==> config.mk <==
export PLATFORM = sky130hd
export DESIGN_NAME = id_ex_register_flat
export DESIGN_NICKNAME = d
export VERILOG_FILES = /design/src/rtl/id_ex_register_pkg.sv /design/src/rtl/id_ex_register_if.sv /design/src/rtl/id_ex_register_lu_hazard_detect.sv /design/src/rtl/id_ex_register.sv /design/src/flat_wrapper.sv
export SDC_FILE = /design/constraint.sdc
export NUM_CORES = 1
export LEC_CHECK = 0
export BUFFER_PORTS_ARGS = -buffer_cell sky130_fd_sc_hd__buf_2
export CORE_AREA = 2 2 232 234
export CTS_CLUSTER_SIZE = 24
export DETAILED_ROUTE_END_ITERATION = 8
export DIE_AREA = 0 0 234 236
export SYNTH_ARGS = -nofsm -noshare
export SYNTH_HDL_FRONTEND = slang
export SYNTH_SLANG_ARGS = --single-unit
export TNS_END_PERCENT = 30
==> constraint.sdc <==
create_clock -name clk -period 2.9 [get_ports clk]
set_input_delay 0.29 -clock clk [delete_from_list [all_inputs] [get_ports clk]]
set_output_delay 0.29 -clock clk [all_outputs]
set_load 0.02 [all_outputs]
==> src/rtl/id_ex_register_pkg.sv <==
// Shared definitions for the ID/EX stage: ALU op encoding, default widths,
// and the values that make up a pipeline bubble.
package id_ex_register_pkg;

  localparam int unsigned XLEN_DEF   = 64;
  localparam int unsigned REG_AW_DEF = 5;

  localparam logic [3:0] ALU_ADD  = 4'b0000;
  localparam logic [3:0] ALU_SUB  = 4'b0001;
  localparam logic [3:0] ALU_AND  = 4'b0010;
  localparam logic [3:0] ALU_OR   = 4'b0011;
  localparam logic [3:0] ALU_XOR  = 4'b0100;
  localparam logic [3:0] ALU_SRL  = 4'b0101;
  localparam logic [3:0] ALU_SLL  = 4'b0110;
  localparam logic [3:0] ALU_SRA  = 4'b0111;
  localparam logic [3:0] ALU_SLT  = 4'b1000;
  localparam logic [3:0] ALU_SLTU = 4'b1001;

  // A bubble is an all-zero slot that executes as an invalid ADD.
  localparam logic       BUBBLE_VALID = 1'b0;
  localparam logic [3:0] BUBBLE_ALUOP = ALU_ADD;

endpackage

==> src/rtl/id_ex_register_if.sv <==
// Decode-to-execute bundle: id_* fields and pipeline controls in, registered
// idex_* fields, hazard flag and bubble counter out.
interface id_ex_register_if #(
  parameter int unsigned XLEN   = id_ex_register_pkg::XLEN_DEF,
  parameter int unsigned REG_AW = id_ex_register_pkg::REG_AW_DEF,
  parameter int unsigned CNT_W  = 32
);
  logic              id_valid;
  logic [XLEN-1:0]   id_pc;
  logic [XLEN-1:0]   id_rs1_data;
  logic [XLEN-1:0]   id_rs2_data;
  logic [XLEN-1:0]   id_imm;
  logic [REG_AW-1:0] id_rs1;
  logic [REG_AW-1:0] id_rs2;
  logic [REG_AW-1:0] id_rd;
  logic [3:0]        id_aluop;
  logic              id_alusrc;
  logic              id_regwrite;
  logic              id_memread;
  logic              id_memwrite;
  logic              id_memtoreg;
  logic              id_branch;
  logic              stall;
  logic              flush;

  logic              idex_valid;
  logic [XLEN-1:0]   idex_pc;
  logic [XLEN-1:0]   idex_rs1_data;
  logic [XLEN-1:0]   idex_rs2_data;
  logic [XLEN-1:0]   idex_imm;
  logic [REG_AW-1:0] idex_rs1;
  logic [REG_AW-1:0] idex_rs2;
  logic [REG_AW-1:0] idex_rd;
  logic [3:0]        idex_aluop;
  logic              idex_alusrc;
  logic              idex_regwrite;
  logic              idex_memread;
  logic              idex_memwrite;
  logic              idex_memtoreg;
  logic              idex_branch;
  logic              load_use_hazard;
  logic [CNT_W-1:0]  bubble_count;

  modport master (
    output id_valid, id_pc, id_rs1_data, id_rs2_data, id_imm, id_rs1, id_rs2,
           id_rd, id_aluop, id_alusrc, id_regwrite, id_memread, id_memwrite,
           id_memtoreg, id_branch, stall, flush,
    input  idex_valid, idex_pc, idex_rs1_data, idex_rs2_data, idex_imm,
           idex_rs1, idex_rs2, idex_rd, idex_aluop, idex_alusrc, idex_regwrite,
           idex_memread, idex_memwrite, idex_memtoreg, idex_branch,
           load_use_hazard, bubble_count
  );

  modport slave (
    input  id_valid, id_pc, id_rs1_data, id_rs2_data, id_imm, id_rs1, id_rs2,
           id_rd, id_aluop, id_alusrc, id_regwrite, id_memread, id_memwrite,
           id_memtoreg, id_branch, stall, flush,
    output idex_valid, idex_pc, idex_rs1_data, idex_rs2_data, idex_imm,
           idex_rs1, idex_rs2, idex_rd, idex_aluop, idex_alusrc, idex_regwrite,
           idex_memread, idex_memwrite, idex_memtoreg, idex_branch,
           load_use_hazard, bubble_count
  );
endinterface

==> src/rtl/id_ex_register_lu_hazard_detect.sv <==
// Load-use comparator: a load sitting in ID/EX whose destination is read by
// the instruction currently in decode. Register x0 never hazards.
module lu_hazard_detect #(
  parameter int unsigned REG_AW = id_ex_register_pkg::REG_AW_DEF
) (
  input  logic              idex_valid_i,
  input  logic              idex_memread_i,
  input  logic [REG_AW-1:0] idex_rd_i,
  input  logic              id_valid_i,
  input  logic [REG_AW-1:0] id_rs1_i,
  input  logic [REG_AW-1:0] id_rs2_i,
  output logic              load_use_hazard_o
);
  // Pure combinational compare against the current ID/EX contents.
  always_comb begin
    load_use_hazard_o = idex_valid_i & idex_memread_i & (idex_rd_i != '0) &
                        id_valid_i & ((idex_rd_i == id_rs1_i) | (idex_rd_i == id_rs2_i));
  end
endmodule

==> src/rtl/id_ex_register.sv <==
// ID/EX pipeline register with stall, flush, automatic load-use bubble
// insertion and a saturating count of inserted bubbles.
module id_ex_register
  import id_ex_register_pkg::*;
#(
  parameter int unsigned XLEN           = XLEN_DEF,
  parameter int unsigned REG_AW         = REG_AW_DEF,
  parameter bit          AUTO_LU_BUBBLE = 1'b1,
  parameter int unsigned CNT_W          = 32
) (
  input logic              clk,
  input logic              rst_n,
  id_ex_register_if.slave  bus
);

  typedef struct packed {
    logic              valid;
    logic [XLEN-1:0]   pc;
    logic [XLEN-1:0]   rs1_data;
    logic [XLEN-1:0]   rs2_data;
    logic [XLEN-1:0]   imm;
    logic [REG_AW-1:0] rs1;
    logic [REG_AW-1:0] rs2;
    logic [REG_AW-1:0] rd;
    logic [3:0]        aluop;
    logic              alusrc;
    logic              regwrite;
    logic              memread;
    logic              memwrite;
    logic              memtoreg;
    logic              branch;
  } fields_t;

  fields_t          fields_q, fields_d, id_fields, bubble;
  logic [CNT_W-1:0] cnt_q, cnt_d;
  logic             count_bubble;
  logic             lu_hazard;

  lu_hazard_detect #(.REG_AW(REG_AW)) u_lu_hazard_detect (
    .idex_valid_i      (fields_q.valid),
    .idex_memread_i    (fields_q.memread),
    .idex_rd_i         (fields_q.rd),
    .id_valid_i        (bus.id_valid),
    .id_rs1_i          (bus.id_rs1),
    .id_rs2_i          (bus.id_rs2),
    .load_use_hazard_o (lu_hazard)
  );

  // Gather decode-side fields and build the bubble slot.
  always_comb begin
    id_fields          = '0;
    id_fields.valid    = bus.id_valid;
    id_fields.pc       = bus.id_pc;
    id_fields.rs1_data = bus.id_rs1_data;
    id_fields.rs2_data = bus.id_rs2_data;
    id_fields.imm      = bus.id_imm;
    id_fields.rs1      = bus.id_rs1;
    id_fields.rs2      = bus.id_rs2;
    id_fields.rd       = bus.id_rd;
    id_fields.aluop    = bus.id_aluop;
    id_fields.alusrc   = bus.id_alusrc;
    id_fields.regwrite = bus.id_regwrite;
    id_fields.memread  = bus.id_memread;
    id_fields.memwrite = bus.id_memwrite;
    id_fields.memtoreg = bus.id_memtoreg;
    id_fields.branch   = bus.id_branch;
    bubble             = '0;
    bubble.valid       = BUBBLE_VALID;
    bubble.aluop       = BUBBLE_ALUOP;
  end

  // Next-state selection: flush > stall > load-use bubble > capture.
  // An idle decode slot becomes a bubble but is not counted as inserted.
  always_comb begin
    fields_d     = fields_q;
    count_bubble = 1'b0;
    if (bus.flush) begin
      fields_d     = bubble;
      count_bubble = 1'b1;
    end else if (bus.stall) begin
      fields_d = fields_q;
    end else if (AUTO_LU_BUBBLE && lu_hazard) begin
      fields_d     = bubble;
      count_bubble = 1'b1;
    end else if (bus.id_valid) begin
      fields_d = id_fields;
    end else begin
      fields_d = bubble;
    end
    cnt_d = cnt_q;
    if (count_bubble && (cnt_q != '1)) begin
      cnt_d = cnt_q + CNT_W'(1);
    end
  end

  // Pipeline register and bubble counter, cleared asynchronously.
  always_ff @(posedge clk or negedge rst_n) begin
    if (!rst_n) begin
      fields_q <= '0;
      cnt_q    <= '0;
    end else begin
      fields_q <= fields_d;
      cnt_q    <= cnt_d;
    end
  end

  assign bus.idex_valid      = fields_q.valid;
  assign bus.idex_pc         = fields_q.pc;
  assign bus.idex_rs1_data   = fields_q.rs1_data;
  assign bus.idex_rs2_data   = fields_q.rs2_data;
  assign bus.idex_imm        = fields_q.imm;
  assign bus.idex_rs1        = fields_q.rs1;
  assign bus.idex_rs2        = fields_q.rs2;
  assign bus.idex_rd         = fields_q.rd;
  assign bus.idex_aluop      = fields_q.aluop;
  assign bus.idex_alusrc     = fields_q.alusrc;
  assign bus.idex_regwrite   = fields_q.regwrite;
  assign bus.idex_memread    = fields_q.memread;
  assign bus.idex_memwrite   = fields_q.memwrite;
  assign bus.idex_memtoreg   = fields_q.memtoreg;
  assign bus.idex_branch     = fields_q.branch;
  assign bus.load_use_hazard = lu_hazard;
  assign bus.bubble_count    = cnt_q;

endmodule

==> src/flat_wrapper.sv <==
// flat-port wrapper written by rule: the top's interface ports become plain ports
module id_ex_register_flat import id_ex_register_pkg::*;
#(
  parameter int unsigned XLEN           = XLEN_DEF,
  parameter int unsigned REG_AW         = REG_AW_DEF,
  parameter bit          AUTO_LU_BUBBLE = 1'b1,
  parameter int unsigned CNT_W          = 32
)
  (clk, rst_n, bus_id_valid, bus_id_pc, bus_id_rs1_data, bus_id_rs2_data, bus_id_imm, bus_id_rs1, bus_id_rs2, bus_id_rd, bus_id_aluop, bus_id_alusrc, bus_id_regwrite, bus_id_memread, bus_id_memwrite, bus_id_memtoreg, bus_id_branch, bus_stall, bus_flush, bus_idex_valid, bus_idex_pc, bus_idex_rs1_data, bus_idex_rs2_data, bus_idex_imm, bus_idex_rs1, bus_idex_rs2, bus_idex_rd, bus_idex_aluop, bus_idex_alusrc, bus_idex_regwrite, bus_idex_memread, bus_idex_memwrite, bus_idex_memtoreg, bus_idex_branch, bus_load_use_hazard, bus_bubble_count);
  id_ex_register_if #(.XLEN(XLEN), .REG_AW(REG_AW), .CNT_W(CNT_W)) bus_i ();
  input logic clk;
  input logic rst_n;
  input wire logic [$bits(bus_i.id_valid)-1:0] bus_id_valid;
  input wire logic [$bits(bus_i.id_pc)-1:0] bus_id_pc;
  input wire logic [$bits(bus_i.id_rs1_data)-1:0] bus_id_rs1_data;
  input wire logic [$bits(bus_i.id_rs2_data)-1:0] bus_id_rs2_data;
  input wire logic [$bits(bus_i.id_imm)-1:0] bus_id_imm;
  input wire logic [$bits(bus_i.id_rs1)-1:0] bus_id_rs1;
  input wire logic [$bits(bus_i.id_rs2)-1:0] bus_id_rs2;
  input wire logic [$bits(bus_i.id_rd)-1:0] bus_id_rd;
  input wire logic [$bits(bus_i.id_aluop)-1:0] bus_id_aluop;
  input wire logic [$bits(bus_i.id_alusrc)-1:0] bus_id_alusrc;
  input wire logic [$bits(bus_i.id_regwrite)-1:0] bus_id_regwrite;
  input wire logic [$bits(bus_i.id_memread)-1:0] bus_id_memread;
  input wire logic [$bits(bus_i.id_memwrite)-1:0] bus_id_memwrite;
  input wire logic [$bits(bus_i.id_memtoreg)-1:0] bus_id_memtoreg;
  input wire logic [$bits(bus_i.id_branch)-1:0] bus_id_branch;
  input wire logic [$bits(bus_i.stall)-1:0] bus_stall;
  input wire logic [$bits(bus_i.flush)-1:0] bus_flush;
  output wire logic [$bits(bus_i.idex_valid)-1:0] bus_idex_valid;
  output wire logic [$bits(bus_i.idex_pc)-1:0] bus_idex_pc;
  output wire logic [$bits(bus_i.idex_rs1_data)-1:0] bus_idex_rs1_data;
  output wire logic [$bits(bus_i.idex_rs2_data)-1:0] bus_idex_rs2_data;
  output wire logic [$bits(bus_i.idex_imm)-1:0] bus_idex_imm;
  output wire logic [$bits(bus_i.idex_rs1)-1:0] bus_idex_rs1;
  output wire logic [$bits(bus_i.idex_rs2)-1:0] bus_idex_rs2;
  output wire logic [$bits(bus_i.idex_rd)-1:0] bus_idex_rd;
  output wire logic [$bits(bus_i.idex_aluop)-1:0] bus_idex_aluop;
  output wire logic [$bits(bus_i.idex_alusrc)-1:0] bus_idex_alusrc;
  output wire logic [$bits(bus_i.idex_regwrite)-1:0] bus_idex_regwrite;
  output wire logic [$bits(bus_i.idex_memread)-1:0] bus_idex_memread;
  output wire logic [$bits(bus_i.idex_memwrite)-1:0] bus_idex_memwrite;
  output wire logic [$bits(bus_i.idex_memtoreg)-1:0] bus_idex_memtoreg;
  output wire logic [$bits(bus_i.idex_branch)-1:0] bus_idex_branch;
  output wire logic [$bits(bus_i.load_use_hazard)-1:0] bus_load_use_hazard;
  output wire logic [$bits(bus_i.bubble_count)-1:0] bus_bubble_count;
  assign bus_i.id_valid = bus_id_valid;
  assign bus_i.id_pc = bus_id_pc;
  assign bus_i.id_rs1_data = bus_id_rs1_data;
  assign bus_i.id_rs2_data = bus_id_rs2_data;
  assign bus_i.id_imm = bus_id_imm;
  assign bus_i.id_rs1 = bus_id_rs1;
  assign bus_i.id_rs2 = bus_id_rs2;
  assign bus_i.id_rd = bus_id_rd;
  assign bus_i.id_aluop = bus_id_aluop;
  assign bus_i.id_alusrc = bus_id_alusrc;
  assign bus_i.id_regwrite = bus_id_regwrite;
  assign bus_i.id_memread = bus_id_memread;
  assign bus_i.id_memwrite = bus_id_memwrite;
  assign bus_i.id_memtoreg = bus_id_memtoreg;
  assign bus_i.id_branch = bus_id_branch;
  assign bus_i.stall = bus_stall;
  assign bus_i.flush = bus_flush;
  assign bus_idex_valid = bus_i.idex_valid;
  assign bus_idex_pc = bus_i.idex_pc;
  assign bus_idex_rs1_data = bus_i.idex_rs1_data;
  assign bus_idex_rs2_data = bus_i.idex_rs2_data;
  assign bus_idex_imm = bus_i.idex_imm;
  assign bus_idex_rs1 = bus_i.idex_rs1;
  assign bus_idex_rs2 = bus_i.idex_rs2;
  assign bus_idex_rd = bus_i.idex_rd;
  assign bus_idex_aluop = bus_i.idex_aluop;
  assign bus_idex_alusrc = bus_i.idex_alusrc;
  assign bus_idex_regwrite = bus_i.idex_regwrite;
  assign bus_idex_memread = bus_i.idex_memread;
  assign bus_idex_memwrite = bus_i.idex_memwrite;
  assign bus_idex_memtoreg = bus_i.idex_memtoreg;
  assign bus_idex_branch = bus_i.idex_branch;
  assign bus_load_use_hazard = bus_i.load_use_hazard;
  assign bus_bubble_count = bus_i.bubble_count;
  id_ex_register #(.XLEN(XLEN), .REG_AW(REG_AW), .AUTO_LU_BUBBLE(AUTO_LU_BUBBLE), .CNT_W(CNT_W)) u_core (.clk(clk), .rst_n(rst_n), .bus(bus_i));
endmodule
==> results.cfg, run 1 <==
[status]
outcome = finished clean

[min_path]
min_to = u_core.bus.idex_rd[3]$_DFFE_PN0P_
hold_path_class = input port to register
min_delay_path_depth = 2
worstHoldStart = bus_id_rd[3]

[finish]
finish.net_count = 1941
layout-drive-gt1-share = 0.412
leading_cell_type_in_the_layout_fill_and_taps_excluded = sky130_fd_sc_hd__buf_2
most_frequent_cells_in_the_layout = 599 x sky130_fd_sc_hd__buf_2, 314 x sky130_fd_sc_hd__dfrtp_1, 281 x sky130_fd_sc_hd__a22o_1
area_growth_pct = 65.2

[worst_setup_path]
worstPathArrival_ps = 3070
cell_by_cell_listing_of_the_critical_path = or4_1 > o2111ai_2 > o21bai_2 > nor3b_4 > buf_12 > buf_12 > a22o_1
path_max_fanout = 63
crit_path_start_kind = register
critical_path.reg2reg.endpoint = u_core.bus.idex_rs2_data[28]$_DFFE_PN0P_
critPathLaunch = u_core.bus.idex_rd[1]$_DFFE_PN0P_
path_common_cell = sky130_fd_sc_hd__buf_12
timing.critical_path.required_ps = 3360
worstRegToRegCells = 7
timing.rr.start = u_core.bus.idex_rd[1]$_DFFE_PN0P_
crit_family = simple AND/OR/NAND/NOR gates
path_class = register to register
worst-r2r-setup-slack_ps = 290
timing.critical_path.slowest_stage_cell = sky130_fd_sc_hd__or4_1
worstSetupEndpointType = register
crit_buf_inv = 2
max_stage_delay_ps = 600

[placed_design]
port_buffers = 600
weighted_congestion_reported_at_the_end_of_routability_driven_placement = 0.811
placed_wire_length_estimate_after_detailed_placement_um = 28500
dp_worst_setup_slack_ps = 293

[clocking]
tritoncts.num_buffers = 34
clock_tree_from_tritoncts = yes
clk_path_buf_depth = 3
cts_repair_resizes = 0
cts_hold_buffers = 262
cts_setup_buffers = 0
htree_num_levels = 2
numClockSinks = 314
insertion_delay_ps = 520
clock_pin_slew_on_the_worst_setup_and_hold_paths_ps = 60
root_cell_of_the_clock_tree = sky130_fd_sc_hd__clkbuf_16

[power]
report.power.total_uw = 10600
power.static_leakage_uw = 0.0102
power.density_cell_area_nw_per_um2 = 552
max-vdd-ir-drop_mv = 0.358

[timing]
worst_slack_ps = 287
finalCriticalPeriod_ps = 2610
skew_ps = 17.7
timing.final.crit_share = 0.901
rsz_0062_raised_after_global_routing = no
maxClockFrequency_mhz = 383
worst_pin_slew_ps = 798
hold_violations = 0
report.final.slew_viol_count = 0
slew_headroom = 0.468
timing.final.setup_violations = 0
finalSetupTns_ps = 0

[global_routing]
track_usage = 0.145
antenna_found_initial = 2
grt_first_pass_wirelength_um = 62700
grt_max_degree = 118
first_global_vias = 11100
total_gr_overflow = 0

[synth]
synthesis.nets = 1078
postSynthRegisterBits = 314
avg_cell_area_syn_um2 = 14.7
yosysWarningCount = 0
synth_seq_area_share = 0.676
cell_count_after_synthesis = 791
syn-cell-area_um2 = 11600
synth.lib_cells_used.distinct = 29

[routing]
final_antenna_net_count = 0
drt_pre_antenna_iters = 5
drt_drc_violations_left = 0
routed_wirelength_um = 42200
detail_route.iter0.violations = 496
viasPerCell = 4.43
drt-wirelength-per-cell_um = 17.7
route.vias.total = 10500

[floorplanning]
fp.dieArea_um2 = 55200
initial_core_util = 0.219
ios = 601
die-height_um = 236
core-area_um2 = 53100
row_count = 85
die_x_um = 234

[flow_run]
cap_violations = 0
power by group:
group          internal [µW]  switching, µW
logic                    691            777
registers               4570            148
clock network           2650           1760
total                   7920           2680
synthesized netlist by cell type:
cell type | instances | share of area
sky130_fd_sc_hd__a21o_1 | 1 | 0.00065
sky130_fd_sc_hd__a22o_1 | 281 | 0.21
sky130_fd_sc_hd__a22oi_1 | 1 | 0.00065
sky130_fd_sc_hd__and2_1 | 2 | 0.0011
sky130_fd_sc_hd__and3_1 | 13 | 0.0070
sky130_fd_sc_hd__and4_1 | 1 | 0.00075
sky130_fd_sc_hd__buf_2 | 2 | 0.00086
sky130_fd_sc_hd__buf_4 | 21 | 0.014
sky130_fd_sc_hd__buf_6 | 11 | 0.011
sky130_fd_sc_hd__clkbuf_1 | 31 | 0.010
sky130_fd_sc_hd__dfrtp_1 | 314 | 0.68
sky130_fd_sc_hd__ha_1 | 1 | 0.0011
sky130_fd_sc_hd__mux2_2 | 3 | 0.0029
sky130_fd_sc_hd__nand2_1 | 16 | 0.0052
sky130_fd_sc_hd__nand2b_1 | 2 | 0.0011
sky130_fd_sc_hd__nand3_1 | 12 | 0.0052
sky130_fd_sc_hd__nand4_1 | 17 | 0.0091
sky130_fd_sc_hd__nor2_1 | 7 | 0.0023
sky130_fd_sc_hd__nor2b_1 | 3 | 0.0016
sky130_fd_sc_hd__nor3_1 | 6 | 0.0026
sky130_fd_sc_hd__nor3b_4 | 1 | 0.0016
sky130_fd_sc_hd__nor4b_2 | 1 | 0.0013
sky130_fd_sc_hd__o2111ai_2 | 1 | 0.0013
sky130_fd_sc_hd__o211a_1 | 1 | 0.00086
sky130_fd_sc_hd__o21bai_2 | 1 | 0.00097
sky130_fd_sc_hd__or3_1 | 1 | 0.00054
sky130_fd_sc_hd__or4_1 | 1 | 0.00065
sky130_fd_sc_hd__xnor2_1 | 27 | 0.020
sky130_fd_sc_hd__xor2_1 | 12 | 0.0090
state kept, by name (all words and copies together), names as in the netlist:
register	flops
u_core.bus.idex_imm	64
u_core.bus.idex_pc	64
u_core.bus.idex_rs1_data	64
u_core.bus.idex_rs2_data	64
u_core.bus.bubble_count	32
u_core.bus.idex_rd	5
u_core.bus.idex_rs1	5
u_core.bus.idex_rs2	5
u_core.bus.idex_aluop	4
u_core.bus.idex_alusrc	1
u_core.bus.idex_branch	1
u_core.bus.idex_memread	1
u_core.bus.idex_memtoreg	1
u_core.bus.idex_memwrite	1
u_core.bus.idex_regwrite	1
u_core.bus.idex_valid	1
worst reg2reg max path, cell delays in order, from the launching register on:
cell,delay [ps]
sky130_fd_sc_hd__dfrtp_1,450
sky130_fd_sc_hd__or4_1,600
sky130_fd_sc_hd__o2111ai_2,230
sky130_fd_sc_hd__o21bai_2,150
sky130_fd_sc_hd__nor3b_4,240
sky130_fd_sc_hd__buf_12,290
sky130_fd_sc_hd__buf_12,370
sky130_fd_sc_hd__a22o_1,230
cell families after synthesis:
family | count (synthesis) | share of synthesized area
multiplexers | 3 | 0.00290
AND/OR/NAND/NOR | 83 | 0.0399
AO/OA/AOI/OAI | 286 | 0.216
flip-flops | 314 | 0.676
XOR/XNOR | 39 | 0.0294
buffers and inverters | 65 | 0.0351
adder cells (fa/ha/maj) | 1 | 0.00108
layout make-up:
class                           count  area (µm²)
Tap cell                          696         871
Antenna cell                        1        2.50
Fill cell                        5066       33900
Clock inverter                      9         101
Timing Repair Buffer              892        5970
Sequential cell                   314        7860
Clock buffer                       52        1040
Multi-Input combinational cell    412        3370
metal layers:
layer  wire [µm]  share of wire  GRT usage
met5          13        0.00031          0
met3        3430          0.081     0.0394
met2       20500           0.49      0.247
met4        1660          0.039     0.0623
met1       16600           0.39      0.169
worst max-delay path by stage:
stage,cells after the start,end
finish,7,u_core.bus.idex_rs2_data[28]$_DFFE_PN0P_
global route,7,u_core.bus.bubble_count[21]$_DFFE_PN0P_
CTS,7,u_core.bus.idex_rs1_data[57]$_DFFE_PN0P_
detailed placement,6,u_core.bus.bubble_count[1]$_DFFE_PN0P_
global placement,6,u_core.bus.bubble_count[1]$_DFFE_PN0P_
floorplan,8,u_core.bus.bubble_count[0]$_DFFE_PN0P_
stage by stage:
stage	area (µm²)	utilization	instances	hold WS, ps
6_report	19200	0.362	2376	28.2
5_1_grt	19200	0.362	2375	14.7
4_1_cts	19200	0.362	2375	5.51
3_5_place_dp	15500	0.291	2052	339
3_3_place_gp	15500	0.291	2052	332
2_1_floorplan	11600	-	791	-5.59
Power figures use the tool's default switching activity.
==> inputs of run 2 (changes only) <==
Settings changed: CELL_PAD_IN_SITES_DETAIL_PLACEMENT set to 1, CELL_PAD_IN_SITES_GLOBAL_PLACEMENT set to 2, CORE_AREA 2 2 232 234 to 2 2 233 235, DIE_AREA 0 0 234 236 to 0 0 235 237, PLACE_DENSITY_LB_ADDON set to 0.1.
==> run 2 against run 1 <==
  * Setup slack improved by 21 ps
  * Largest cell class unchanged
  * Worst hold slack improved by 26 ps
  * Critical path depth unchanged
  * Largest power group is now clock
  * First-iteration DRC count decreased by 19%
  * Core utilization increased by 0.57 points
  * Cell count increased by 1.1%
  * Sequential power about the same
==> results.cfg, run 2 (synthesis results as in run 1) <==
[power]
power.switching_uw = 2960
clock_power_share = 0.448
power.sequential.fraction = 0.417
intPower_uw = 8340
share_comb_of_total_power = 0.135
max-vdd-ir-drop_mv = 0.353
sw_frac_of_total = 0.262
power.density_cell_area_nw_per_um2 = 577
power.static_leakage_uw = 0.0104

[floorplanning]
fp.dieArea_um2 = 55700
row_count = 85
die-height_um = 237
ios = 601
initial_core_util = 0.218
core-area_um2 = 53300
die_x_um = 235

[routing]
viasPerCell = 4.40
drt_pre_antenna_iters = 4
drt-wirelength-per-cell_um = 21.3
drt_drc_violations_left = 0
routed_wirelength_um = 51200
detail_route.iter0.violations = 403
final_antenna_net_count = 0
route.vias.total = 10600

[worst_setup_path]
worstPathArrival_ps = 3080
critical_path.reg2reg.endpoint = u_core.bus.idex_imm[28]$_DFFE_PN0P_
crit_path_start_kind = register
timing.critical_path.required_ps = 3390
worst-r2r-setup-slack_ps = 310
critPathLaunch = u_core.bus.idex_rd[1]$_DFFE_PN0P_
path_class = register to register
worstSetupEndpointType = register
timing.rr.start = u_core.bus.idex_rd[1]$_DFFE_PN0P_
worstRegToRegCells = 7
path_max_fanout = 21

[clocking]
clk_path_buf_depth = 3
clock_tree_from_tritoncts = yes
clock_pin_slew_on_the_worst_setup_and_hold_paths_ps = 60
cts_setup_buffers = 0
tritoncts.num_buffers = 40
root_cell_of_the_clock_tree = sky130_fd_sc_hd__clkbuf_16
numClockSinks = 314
htree_num_levels = 2
insertion_delay_ps = 560

[timing]
slew_headroom = 0.272
finalCriticalPeriod_ps = 2590
skew_ps = 14.2
finalSetupTns_ps = 0
rsz_0062_raised_after_global_routing = no
worst_pin_slew_ps = 1090
report.final.slew_viol_count = 0
maxClockFrequency_mhz = 386
worst_slack_ps = 309
hold_violations = 0
timing.final.setup_violations = 0
timing.final.crit_share = 0.893

[placed_design]
placed_wire_length_estimate_after_detailed_placement_um = 36200
port_buffers = 600
dp_worst_setup_slack_ps = 336
weighted_congestion_reported_at_the_end_of_routability_driven_placement = 0.761

[finish]
area_growth_pct = 68.5
post-route-util = 0.368
leading_cell_type_in_the_layout_fill_and_taps_excluded = sky130_fd_sc_hd__buf_2
finish.net_count = 1962
layout-drive-gt1-share = 0.409
most_frequent_cells_in_the_layout = 599 x sky130_fd_sc_hd__buf_2, 314 x sky130_fd_sc_hd__dfrtp_1, 281 x sky130_fd_sc_hd__a22o_1

[flow_run]
cap_violations = 0

[global_routing]
first_global_vias = 11600
total_gr_overflow = 0
track_usage = 0.179
antenna_found_initial = 3
grt_max_degree = 194
grt_first_pass_wirelength_um = 76700

[min_path]
min_delay_path_depth = 2
hold_path_class = input port to register
min_to = u_core.bus.idex_rs1[4]$_DFFE_PN0P_
worstHoldStart = bus_id_rs1[4]

[status]
outcome = finished clean
## run 2: cell count changes in the layout (fill, tap and decap cells not counted)
cell / delta
sky130_fd_sc_hd__buf_12: +3
sky130_fd_sc_hd__buf_4: -6
sky130_fd_sc_hd__clkbuf_1: +3
sky130_fd_sc_hd__clkbuf_16: +6
sky130_fd_sc_hd__clkbuf_8: +1
sky130_fd_sc_hd__clkinv_4: +1
sky130_fd_sc_hd__clkinvlp_4: -1
sky130_fd_sc_hd__diode_2: +1
sky130_fd_sc_hd__dlygate4sd3_1: +18
sky130_fd_sc_hd__inv_6: +1
## run 2: through the flow
step,std cells,power (µW),hold slack [ps],cell area [µm²]
final,2403,11300,54.1,19600
after global routing,2402,11800,18.2,19600
after CTS,2401,11500,14.1,19600
after detailed placement,2049,6020,356,15500
after global placement,2049,6010,357,15500
after floorplan,791,5340,-5.59,11600
## run 2: how the worst max path moves through the flow
stage                                        endpoint  slack, ps  depth (start not counted)
2_1_floorplan  u_core.bus.bubble_count[0]$_DFFE_PN0P_        640                          8
3_3_place_gp        u_core.bus.idex_pc[2]$_DFFE_PN0P_        380                          7
3_5_place_dp      u_core.bus.idex_imm[28]$_DFFE_PN0P_        340                          7
4_1_cts           u_core.bus.idex_imm[28]$_DFFE_PN0P_        290                          7
5_1_grt           u_core.bus.idex_imm[33]$_DFFE_PN0P_        160                          7
6_report          u_core.bus.idex_imm[28]$_DFFE_PN0P_        310                          7
## run 2: area by class of cell
cell class,instances,area (µm²)
sequential,314,7860
timing repair buffer,907,6170
multi-input combinational,412,3370
fill,5887,33700
tap,696,871
clock inverter,10,111
clock buffer,62,1210
antenna,2,5.00
## run 2: per-layer routing
| layer | global-route usage | up-vias | share of wire |
|---|---|---|---|
| li1 | - | 4791 | - |
| met1 | 0.221 | 5308 | 0.41 |
| met2 | 0.302 | 388 | 0.49 |
| met3 | 0.0537 | 76 | 0.070 |
| met4 | 0.0547 | 2 | 0.026 |
| met5 | 0 | - | 0.00025 |
## run 2: what timing repair did
action | in CTS | in global routing
hold buffers | 280 | 0
endpoints found under the hold margin | 350 | 0
gates resized for setup | 0 | 0
## run 2: worst max-delay path: stages, from the launching register on
cell and delay (ps):
sky130_fd_sc_hd__dfrtp_1 440, sky130_fd_sc_hd__or4_1 580, sky130_fd_sc_hd__o2111ai_2 220, sky130_fd_sc_hd__o21bai_2 150, sky130_fd_sc_hd__nor3b_4 350, sky130_fd_sc_hd__buf_4 280, sky130_fd_sc_hd__buf_4 300, sky130_fd_sc_hd__a22o_1 180
## run 2: power groups by stage
stage	registers (µW)	clock network (µW)	logic (µW)
floorplan	5010	0	326
global placement	4790	0	1220
detailed placement	4790	0	1230
CTS	4710	5230	1560
global route	4740	5400	1650
finish	4710	5060	1530
